$ cat src/rtl/opb_reg_pkg.sv
// Shared constants and FSM encoding for the OPB register slave.
// Offsets are word offsets within the 64-byte register window.
package opb_reg_pkg;

  localparam int          RW_COUNT     = 6;
  localparam logic [3:0]  OFF_STATUS   = 4'd6;
  localparam logic [3:0]  OFF_COUNTER  = 4'd7;
  localparam int          WINDOW_BYTES = 64;
  localparam int          ADDR_LSB     = $clog2(WINDOW_BYTES);

  typedef enum logic [1:0] {
    ST_IDLE = 2'd0,
    ST_ACK  = 2'd1,
    ST_ERR  = 2'd2,
    ST_HOLD = 2'd3
  } state_t;

  // Merge new data into an old word, one byte lane per enable bit.
  function automatic logic [31:0] apply_be(input logic [31:0] old_val,
                                           input logic [31:0] new_val,
                                           input logic [3:0]  be);
    logic [31:0] merged;
    merged = old_val;
    for (int b = 0; b < 4; b++) begin
      if (be[b]) merged[8*b +: 8] = new_val[8*b +: 8];
    end
    return merged;
  endfunction

endpackage

$ cat src/rtl/opb_reg_slave.sv
// OPB register slave: six RW registers, a status word and a free-running
// cycle counter in a 64-byte window, with single-cycle registered acks.
module opb_reg_slave
  import opb_reg_pkg::*;
#(
  parameter logic [31:0] C_BASEADDR = 32'h0001_0000,
  parameter logic [31:0] C_RST_VAL  = 32'h0
) (
  input  logic         opb_clk,
  input  logic         opb_rst,
  input  logic         opb_select,
  input  logic         opb_rnw,
  input  logic [31:0]  opb_abus,
  input  logic [3:0]   opb_be,
  input  logic [31:0]  opb_dbus,
  output logic [31:0]  sl_dbus,
  output logic         sl_xferack,
  output logic         sl_errack,
  output logic         sl_retry,
  output logic         sl_toutsup,
  output logic [191:0] reg_out,
  input  logic [31:0]  user_status
);

  state_t      r_state;
  logic [31:0] r_regs [RW_COUNT];
  logic [31:0] r_cnt;
  logic [31:0] r_dbus;
  logic        r_xferack;
  logic        r_errack;

  logic        w_hit;
  logic [3:0]  w_off;
  logic [31:0] w_rdata;
  logic        w_unused;

  assign w_hit    = opb_select && (opb_abus[31:ADDR_LSB] == C_BASEADDR[31:ADDR_LSB]);
  assign w_off    = opb_abus[5:2];
  assign w_unused = ^opb_abus[1:0];

  always_comb begin
    w_rdata = 32'h0;
    for (int k = 0; k < RW_COUNT; k++) begin
      if (w_off == 4'(k)) w_rdata = r_regs[k];
    end
    if (w_off == OFF_STATUS)  w_rdata = user_status;
    if (w_off == OFF_COUNTER) w_rdata = r_cnt;
  end

  // Only IDLE looks at the bus, so a select held through the ack is never
  // acknowledged twice; HOLD waits for the master to drop select.
  always_ff @(posedge opb_clk) begin
    if (opb_rst) begin
      r_state   <= ST_IDLE;
      r_xferack <= 1'b0;
      r_errack  <= 1'b0;
      r_dbus    <= 32'h0;
      r_cnt     <= 32'h0;
      for (int k = 0; k < RW_COUNT; k++) r_regs[k] <= C_RST_VAL;
    end else begin
      r_cnt     <= r_cnt + 32'd1;
      r_xferack <= 1'b0;
      r_errack  <= 1'b0;
      r_dbus    <= 32'h0;
      case (r_state)
        ST_IDLE: begin
          if (w_hit) begin
            if (w_off <= OFF_COUNTER) begin
              r_state   <= ST_ACK;
              r_xferack <= 1'b1;
              if (opb_rnw) begin
                r_dbus <= w_rdata;
              end else begin
                for (int k = 0; k < RW_COUNT; k++) begin
                  if (w_off == 4'(k)) r_regs[k] <= apply_be(r_regs[k], opb_dbus, opb_be);
                end
              end
            end else begin
              r_state  <= ST_ERR;
              r_errack <= 1'b1;
            end
          end
        end
        ST_ACK:  r_state <= ST_HOLD;
        ST_ERR:  r_state <= ST_HOLD;
        ST_HOLD: if (!opb_select) r_state <= ST_IDLE;
        default: r_state <= ST_IDLE;
      endcase
    end
  end

  assign sl_dbus    = r_dbus;
  assign sl_xferack = r_xferack;
  assign sl_errack  = r_errack;
  assign sl_retry   = 1'b0;
  assign sl_toutsup = 1'b0;

  for (genvar g = 0; g < RW_COUNT; g++) begin : g_regout
    assign reg_out[32*g +: 32] = r_regs[g];
  end

endmodule

$ cat config.mk
export PLATFORM = sky130hd
export DESIGN_NAME = opb_reg_slave
export DESIGN_NICKNAME = d
export VERILOG_FILES = /design/src/rtl/opb_reg_pkg.sv /design/src/rtl/opb_reg_slave.sv
export SDC_FILE = /design/constraint.sdc
export NUM_CORES = 1
export LEC_CHECK = 0
export CAP_MARGIN = 20
export CORE_UTILIZATION = 37
export CTS_CLUSTER_DIAMETER = 120
export CTS_CLUSTER_SIZE = 25
export DETAILED_ROUTE_END_ITERATION = 10
export SETUP_SLACK_MARGIN = 0.2
export SLEW_MARGIN = 10
export SYNTH_ARGS = -nofsm -noshare
export SYNTH_HDL_FRONTEND = slang
export SYNTH_SLANG_ARGS = --single-unit
$ cat constraint.sdc
create_clock -name opb_clk -period 3.9 [get_ports opb_clk]
set_input_delay 1.17 -clock opb_clk [delete_from_list [all_inputs] [get_ports opb_clk]]
set_output_delay 1.17 -clock opb_clk [all_outputs]
set_load 0.05 [all_outputs]
; After elaboration in Yosys (flattened, before gate mapping)
; Memory sizes are Yosys's and may differ from the RTL's.
; Index checks and enable logic that the tools add are counted.
[totals]
inputBits = 104
output_inout_bits = 228
memories = 1
register_bits = 68
wordCells = 270
mem_bits_rw = 192
[op_classes]
magnitude_cmp = 1
eq_ne = 13
add_sub_neg = 1
n_bitwise = 10
muxes = 232
n_reduce_logical = 7
[mem_list]
columns = name, words, width, rd, rd_ports_with_merged_regs, write_ports, line_no
row1 = r_regs, 6, 32, 6, 0, 6, opb_reg_slave.sv:26  ; logic [31:0] r_regs [RW_COUNT];
[ops]
columns = cell, n
row1 = 2-to-1 mux 8 bit, 168
row2 = 2-to-1 mux 32 bit, 14
row3 = 2-to-1 mux 1 bit, 46
row4 = adder 32 x 1 -> 32 bit (second input constant), 1
row5 = equality test 26 x 11 -> 1 bit (second input constant), 1
row6 = equality test 4 x 3 -> 1 bit (second input constant), 4
row7 = equality test 4 x 2 -> 1 bit (second input constant), 2
row8 = 2-to-1 mux 2 bit, 3
row9 = bitwise OR 1 bit, 6
row10 = one-hot mux 2 bit (3 select lines), 1
row11 = OR reduction 5 bit, 1
row12 = equality test 2 bit (second input constant), 2
row13 = equality test 4 x 1 -> 1 bit (second input constant), 1
row14 = <= comparator 4 x 3 -> 1 bit (second input constant), 1
row15 = logical NOT 4 bit, 1
row16 = inequality test 2 bit (second input constant), 2
row17 = inverter 1 bit, 4
row18 = OR reduction 3 bit, 1
row19 = equality test 2 x 1 -> 1 bit (second input constant), 1
row20 = logical NOT 2 bit, 1
row21 = AND reduction 2 bit, 1
row22 = OR reduction 2 bit, 1
row23 = logical AND 1 bit, 1

; Longest topological paths before layout
[depth]
word_depth = 9
depth_mapped = 10
ltp_nobuf = 7

; Worst setup path before layout
; OpenSTA, ideal clock, no wires.
[synth_path]
kind = input to register
startpoint = in opb_abus[8]
endpoint = mem r_regs[0][0], enable pin
stages = 6
setup_time_ns = 0.326
n_path_buf = 1
arrival_ns = 3.005
required_time_ns = 3.574
setup_slack_ns = 0.569
path_cell_list = nor4_1 > nand4_1 > or4b_1 > buf_4 > nor4b_4 > a21o_1
[synth_lines]
columns = element, line_no
row1 = "start, declared", opb_reg_slave.sv:13  ; input logic [31:0] opb_abus,
row2 = "end, declared", opb_reg_slave.sv:26

; Final worst setup path
[layout_path]
startpoint = in opb_abus[7]
endpoint = reg r_dbus[21] (netlist: sl_dbus[21])
[layout_between]
elab_chain_len = 4
[layout_rtl]
columns = element, line_no
row1 = equality test 26 x 11 -> 1 bit, opb_reg_slave.sv:37  ; assign w_hit = opb_select && (opb_abus[31:ADDR_LSB] == C_BASEADDR[31:ADDR_LSB]);
row2 = logical AND 1 bit, opb_reg_slave.sv:37
row3 = inverter 1 bit (no line), n/a
row4 = OR reduction 5 bit (no line), n/a
row5 = "end signal, assigned", opb_reg_slave.sv:72  ; r_dbus <= w_rdata;
row6 = "end, declared", opb_reg_slave.sv:28  ; logic [31:0] r_dbus;
; No other way between the ends.
; A chain may end at the register's enable or synchronous reset.

==> key figures <==
Route
  • Total wire length: 39200 um
  • Via count: 9022
  • DR iter-0 viols: 860
  • Pre-antenna DRT Iters: 5
  • Drt wl/cell: 22.8 um
  • Antenna Violating Nets Remaining: 0
  • DRC: 0
  • Vias per cell: 5.24

Setup path
  • R2R Path Start: r_state[0]
  • Critical Path Fanout Max: 24
  • Worst EP required: 4.24 ns
  • Reg2reg end: r_regs[2][25]
  • Crit path DAT: 3.75 ns
  • Setup CP Type: in -> reg
  • Crit. End Element: register
  • Worst Reg-to-Reg Cells: 10
  • Reg-to-reg slack, setup: 1.44 ns
  • Worst setup SP type: primary input

Synthesis
  • Synth Area in Adders: 0.00423
  • Largest family of logic cells by synthesized area: simple AND/OR/NAND/NOR gates
  • Synthesized area: 0.0118 mm^2
  • Most common flop cell mapped by yosys: edfxtp_1
  • Seq cells post-synth: 260
  • Leading area contributor after synthesis: edfxtp_1
  • Ys async rst share: 0
  • Synth top area share: 0.487
  • Compound-Gate Fraction of Synth Area: 0.0900
  • Top post-synthesis cells by area: edfxtp_1 (49%), dfxtp_1 (11%), and2_1 (10%), mux4_2 (4.4%), nor2_1 (2.0%)
  • Syn Inst Count: 956
  • Post-Synth XOR/XNOR Area: 0.0185
  • Post-synth top cells: and2_1 (193), edfxtp_1 (192), dfxtp_1 (68), nor2_1 (62), clkbuf_1 (51)
  • Top-count cell post-synth: and2_1
  • Sequential-to-total area share from yosys stat: 0.602
  • Synthesized-area fraction occupied by and/or/nand/nor cells: 0.201
  • Post-synthesis cell type count: 47
  • Post-synthesis mux area share: 0.0522
  • Synthesized area per cell: 12.4 um^2
  • Number of synthesized flops with an enable pin: 192
  • Synth warn: 0

Clocking
  • Maximum root-to-sink buffer count: 3
  • # clock sinks: 260
  • CTS H-tree depth: 1
  • CTS tree: built
  • Worst-Skew Late Latency: 0.51 ns
  • CTS hold repair buffers: 0
  • Root Driver: clkbuf_16
  • Setup Fix Bufs, Post-CTS: 0
  • Post-CTS sizing: 0
  • TritonCTS buffer count: 14
  • Register clock-pin slew on the reported worst setup and hold paths: 0.10 ns

Layout
  • Area growth syn-to-layout: 39.8%
  • Final Non-Filler Cells: 1723
  • FF+latch area: 0.00713 mm^2
  • Multi-input gate area: 0.00434 mm^2
  • Fill cell count: 2755
  • Nets: 1418
  • Share of layout cells above drive strength 1: 0.101

GRT
  • Total track usage: 0.236
  • Global route overflow: 0
  • Antenna violations before repair: 1
  • Vias in the first global route: 8717
  • First-pass GRT wire length: 56900 um
  • Largest net degree at the start of global routing: 66

Timing
  • Unrepaired setup endpoints after global routing: false
  • Max frequency: 0.292 GHz
  • Final Max Tran Viols: 0
  • Slew margin rel.: 0.503
  • Final hold violation count: 0
  • Measured slew at the worst slew-check pin: 0.726 ns
  • Layout Skew: 0.0230 ns
  • Tcrit/Tclk final: 0.877
  • Final min period: 3.42 ns
  • # setup viols final: 0

Power
  • Leak: 5.97 nW
  • Pwr Total: 5.66 mW
  • Peak supply drop: 0.221 mV
  • Cell Pwr Density: 342 mW/mm^2

Die
  • Cell row count: 65
  • Die W: 181 um
  • Die height: 181 um
  • Die area: 0.0327 mm^2
  • Initial cell density of the core: 0.375
  • Core area: 0.0316 mm^2
  • Boundary Pins: 332

Place
  • IO buf count: 327
  • Dpl hpwl: 29900 um
  • RD Place Congestion: 0.901
  • Post-Place Cells: 1696

Hold path
  • Hold Path Depth: 2
  • Hold Crit Class: reg -> reg
  • Hold EP: r_cnt[31]
  • Hold Crit Start: r_cnt[31]

Run status
  • Status: complete, no violations

Flow run
  • Number of max-cap violations: 0
## worst max-delay path by stage
stage                     cells past startpoint            end         from  slack [ns]
final                                         8    sl_dbus[21]  opb_abus[7]        0.48
after global routing                          8    sl_dbus[21]   opb_select        0.34
after CTS                                     9  r_regs[2][25]  opb_abus[7]        0.52
after detailed placement                      9   r_regs[2][1]  opb_abus[7]     -0.0008
after global placement                        9   r_regs[2][6]  opb_abus[7]       0.003
after floorplan                               6   r_regs[0][0]  opb_abus[8]        0.57
## state kept, by name, summed over array words and instances, names as in the netlist
name        flops
sl_dbus        32
r_cnt          32
sl_xferack      1
r_state         2
sl_errack       1
r_regs        192
## worst max-delay path, stage by stage
cell,delay (ns)
clkdlybuf4s50_1,0.40
nor4_1,0.32
nand4_1,0.16
buf_4,0.16
nor4_1,0.46
nand3b_1,0.25
buf_12,0.23
a2111oi_0,0.59
## routing by layer
layer / share of wire / global-route usage / up-vias
li1: - / - / 4217
met1: 0.45 / 0.336 / 4395
met2: 0.46 / 0.372 / 359
met3: 0.067 / 0.0333 / 51
met4: 0.028 / 0.0691 / 0
met5: 0 / 0 / -
## where the power goes
group | switching, mW | total, mW | internal (mW)
combinational | 0.561 | 0.919 | 0.358
clock | 0.921 | 1.66 | 0.735
sequential | 0.0567 | 3.09 | 3.03
## cell usage in the layout, fill, tap and decap left out, types with 10 or more instances in the layout
master,synthesis,layout
nand2_1,24,24
clkbuf_16,0,15
a21oi_1,14,14
o22ai_1,25,25
and2_1,193,193
inv_1,10,10
nor2_1,62,62
a211oi_1,23,23
clkdlybuf4s50_1,0,323
nor4_1,14,14
buf_4,3,66
mux2i_1,10,10
nor2b_1,30,29
dfxtp_1,68,68
buf_12,0,19
nand4b_1,14,14
o21ai_0,23,23
edfxtp_1,192,192
a21o_1,26,26
nand3_1,13,13
mux4_2,23,23
xnor2_1,20,20
a2111oi_0,23,23
## logic make-up after synthesis
kind of cell	count (synthesis)
buffers and inverters	83
AND/OR/NAND/NOR	397
multiplexers	33
other	1
adder cells (fa/ha/maj)	4
XOR/XNOR	25
AO/OA/AOI/OAI	153
flip-flops	260
## layout make-up
cell class              count  share of cell area
multi-input cells         614               0.262
repair buffers            410               0.249
diodes                      3            0.000453
well taps                 402              0.0304
inverters                  10             0.00227
clock buffers              23              0.0245
flip-flops and latches    260               0.430
clock inverters             1            0.000982
## through the flow
stage	area, um^2	TNS [ns]	util	hold WS [ns]	worst slack [ns]
after floorplan	11800	0	-	0.453	0.569
after global placement	16100	0	0.511	0.465	0.00321
after detailed placement	16100	-0.00242	0.511	0.475	-0.000813
after CTS	16600	0	0.525	0.495	0.521
after global routing	16600	0	0.525	0.522	0.340
final	16600	0	0.525	0.500	0.481
Note: power is estimated with default switching activity, not from simulation.
==> patch (config.mk and constraints unchanged) <==
The package constant `WINDOW_BYTES` goes from 64 to 128.
--- a/src/rtl/opb_reg_pkg.sv
+++ b/src/rtl/opb_reg_pkg.sv
@@ -5,7 +5,7 @@
   localparam int          RW_COUNT     = 6;
   localparam logic [3:0]  OFF_STATUS   = 4'd6;
   localparam logic [3:0]  OFF_COUNTER  = 4'd7;
-  localparam int          WINDOW_BYTES = 64;
+  localparam int          WINDOW_BYTES = 128;
   localparam int          ADDR_LSB     = $clog2(WINDOW_BYTES);
 
   typedef enum logic [1:0] {
Check against the original RTL: not equivalent (a bounded check fails within 4 cycles, from zero or initial values and one cycle with opb_rst high).
==> patch against the original RTL <==
Via count rose by 9.6%; critical path depth fell by 1; power fell by 1.4%; sequential cell count did not move; global-route usage rose by 2.5 points; synthesized area rose by 4.5%; sequential share of layout area fell by 0.64 points; critical endpoint is now sl_dbus[2]; routed wire length rose by 16%; worst setup slack improved by 0.020 ns; critical path type unchanged; die area rose by 4.4%; design area rose by 1.5%; cell count rose by 2.6%.
==> patch: results (changes against the original RTL) <==
| Metric | Value |
|---|---|
| Status | finished, final reports clean |
| First drt pass iteration count | 4 (-1) |
| R2R depth | 4 (-6) |
| Final HPWL DP | 33.6 mm (+13%) |
| CP max-delay cell | a2111oi_1 |
| Initial antenna violation count | 5 (+4) |
| Clock power frac | 29.8% (+0.6 points) |
| Met1 WL | 20.1 mm (+14%) |
| Worst-path fanout max | 32 (+33%) |
| Vias per inst | 5.60 (+6.9%) |
| Slowest Stage Delay on Critical Path | 0.71 ns (+0.12 ns) |
| Synth top cells by count | edfxtp_1 (192), and2_1 (130), dfxtp_1 (68), clkbuf_1 (54), nor2_1 (54) |
| Library cells used by synthesis | 49 (+4.3%) |
| Int Pwr | 4.07 mW (-1.3%) |
| Layout cell share with drive strength beyond 1 | 12.8% (+2.7 points) |
| Pin count of the biggest net entering global routing | 60 (-9.1%) |
| 1st-iter DRT viols | 989 (+15%) |
| Power Combinational | 862 uW (-6.2%) |
| Overall routing resource usage | 26.1% (+2.5 points) |
| Pre-CTS WS | -0.0994 ns (-0.0986 ns) |
| GR Layer Usage met3 | 4.66% (+1.3 points) |
| Routed wl met3 | 3.46 mm (+32%) |
| Dpl cell area | 16400 um2 (+1.6%) |
| RR Startpoint | r_cnt[4] |
| First-pass GRT wire length | 64.1 mm (+13%) |
| RD Place Congestion | 0.840 (-6.8%) |
| Uppermost layer routed | met5 |
| Vias in the first global route | 9321 (+6.9%) |
| M2 GR Usage | 40.6% (+3.4 points) |
| Setup crit start | opb_abus[8] |
| Drt total wl | 45.4 mm (+16%) |
patch: layout make-up:
| class | instances | area [um2] |
|---|---|---|
| repair buffers | 394 | 3790 |
| flip-flops and latches | 260 | 7130 |
| fillers | 2930 | 15900 |
| multi-input cells | 603 | 4750 |
| well taps | 442 | 553 |
| clock buffers | 23 | 405 |
| clock inverters | 1 | 16.3 |
| diodes | 2 | 5.00 |
| inverters | 43 | 161 |
patch: cell families after synthesis:
kind of cell	after synthesis	synth area share (%)
xor gates and xnor gates	11	0.779
muxes	97	12.2
buffers and inverters	130	4.34
and+or+nand+nor	356	16.8
AOI/OAI and AO/OA	133	7.84
adders and majority gates	4	0.404
other	1	0.0303
DFF	260	57.6
patch: path summary, 6_finish.rpt:
check / end / slack, ns
worst max-delay path: sl_dbus[2] / 0.50
worst min-delay path: r_cnt[0] / 0.48
worst max register to register: r_cnt[31] / 1.25
worst min register to register: r_cnt[0] / 0.48
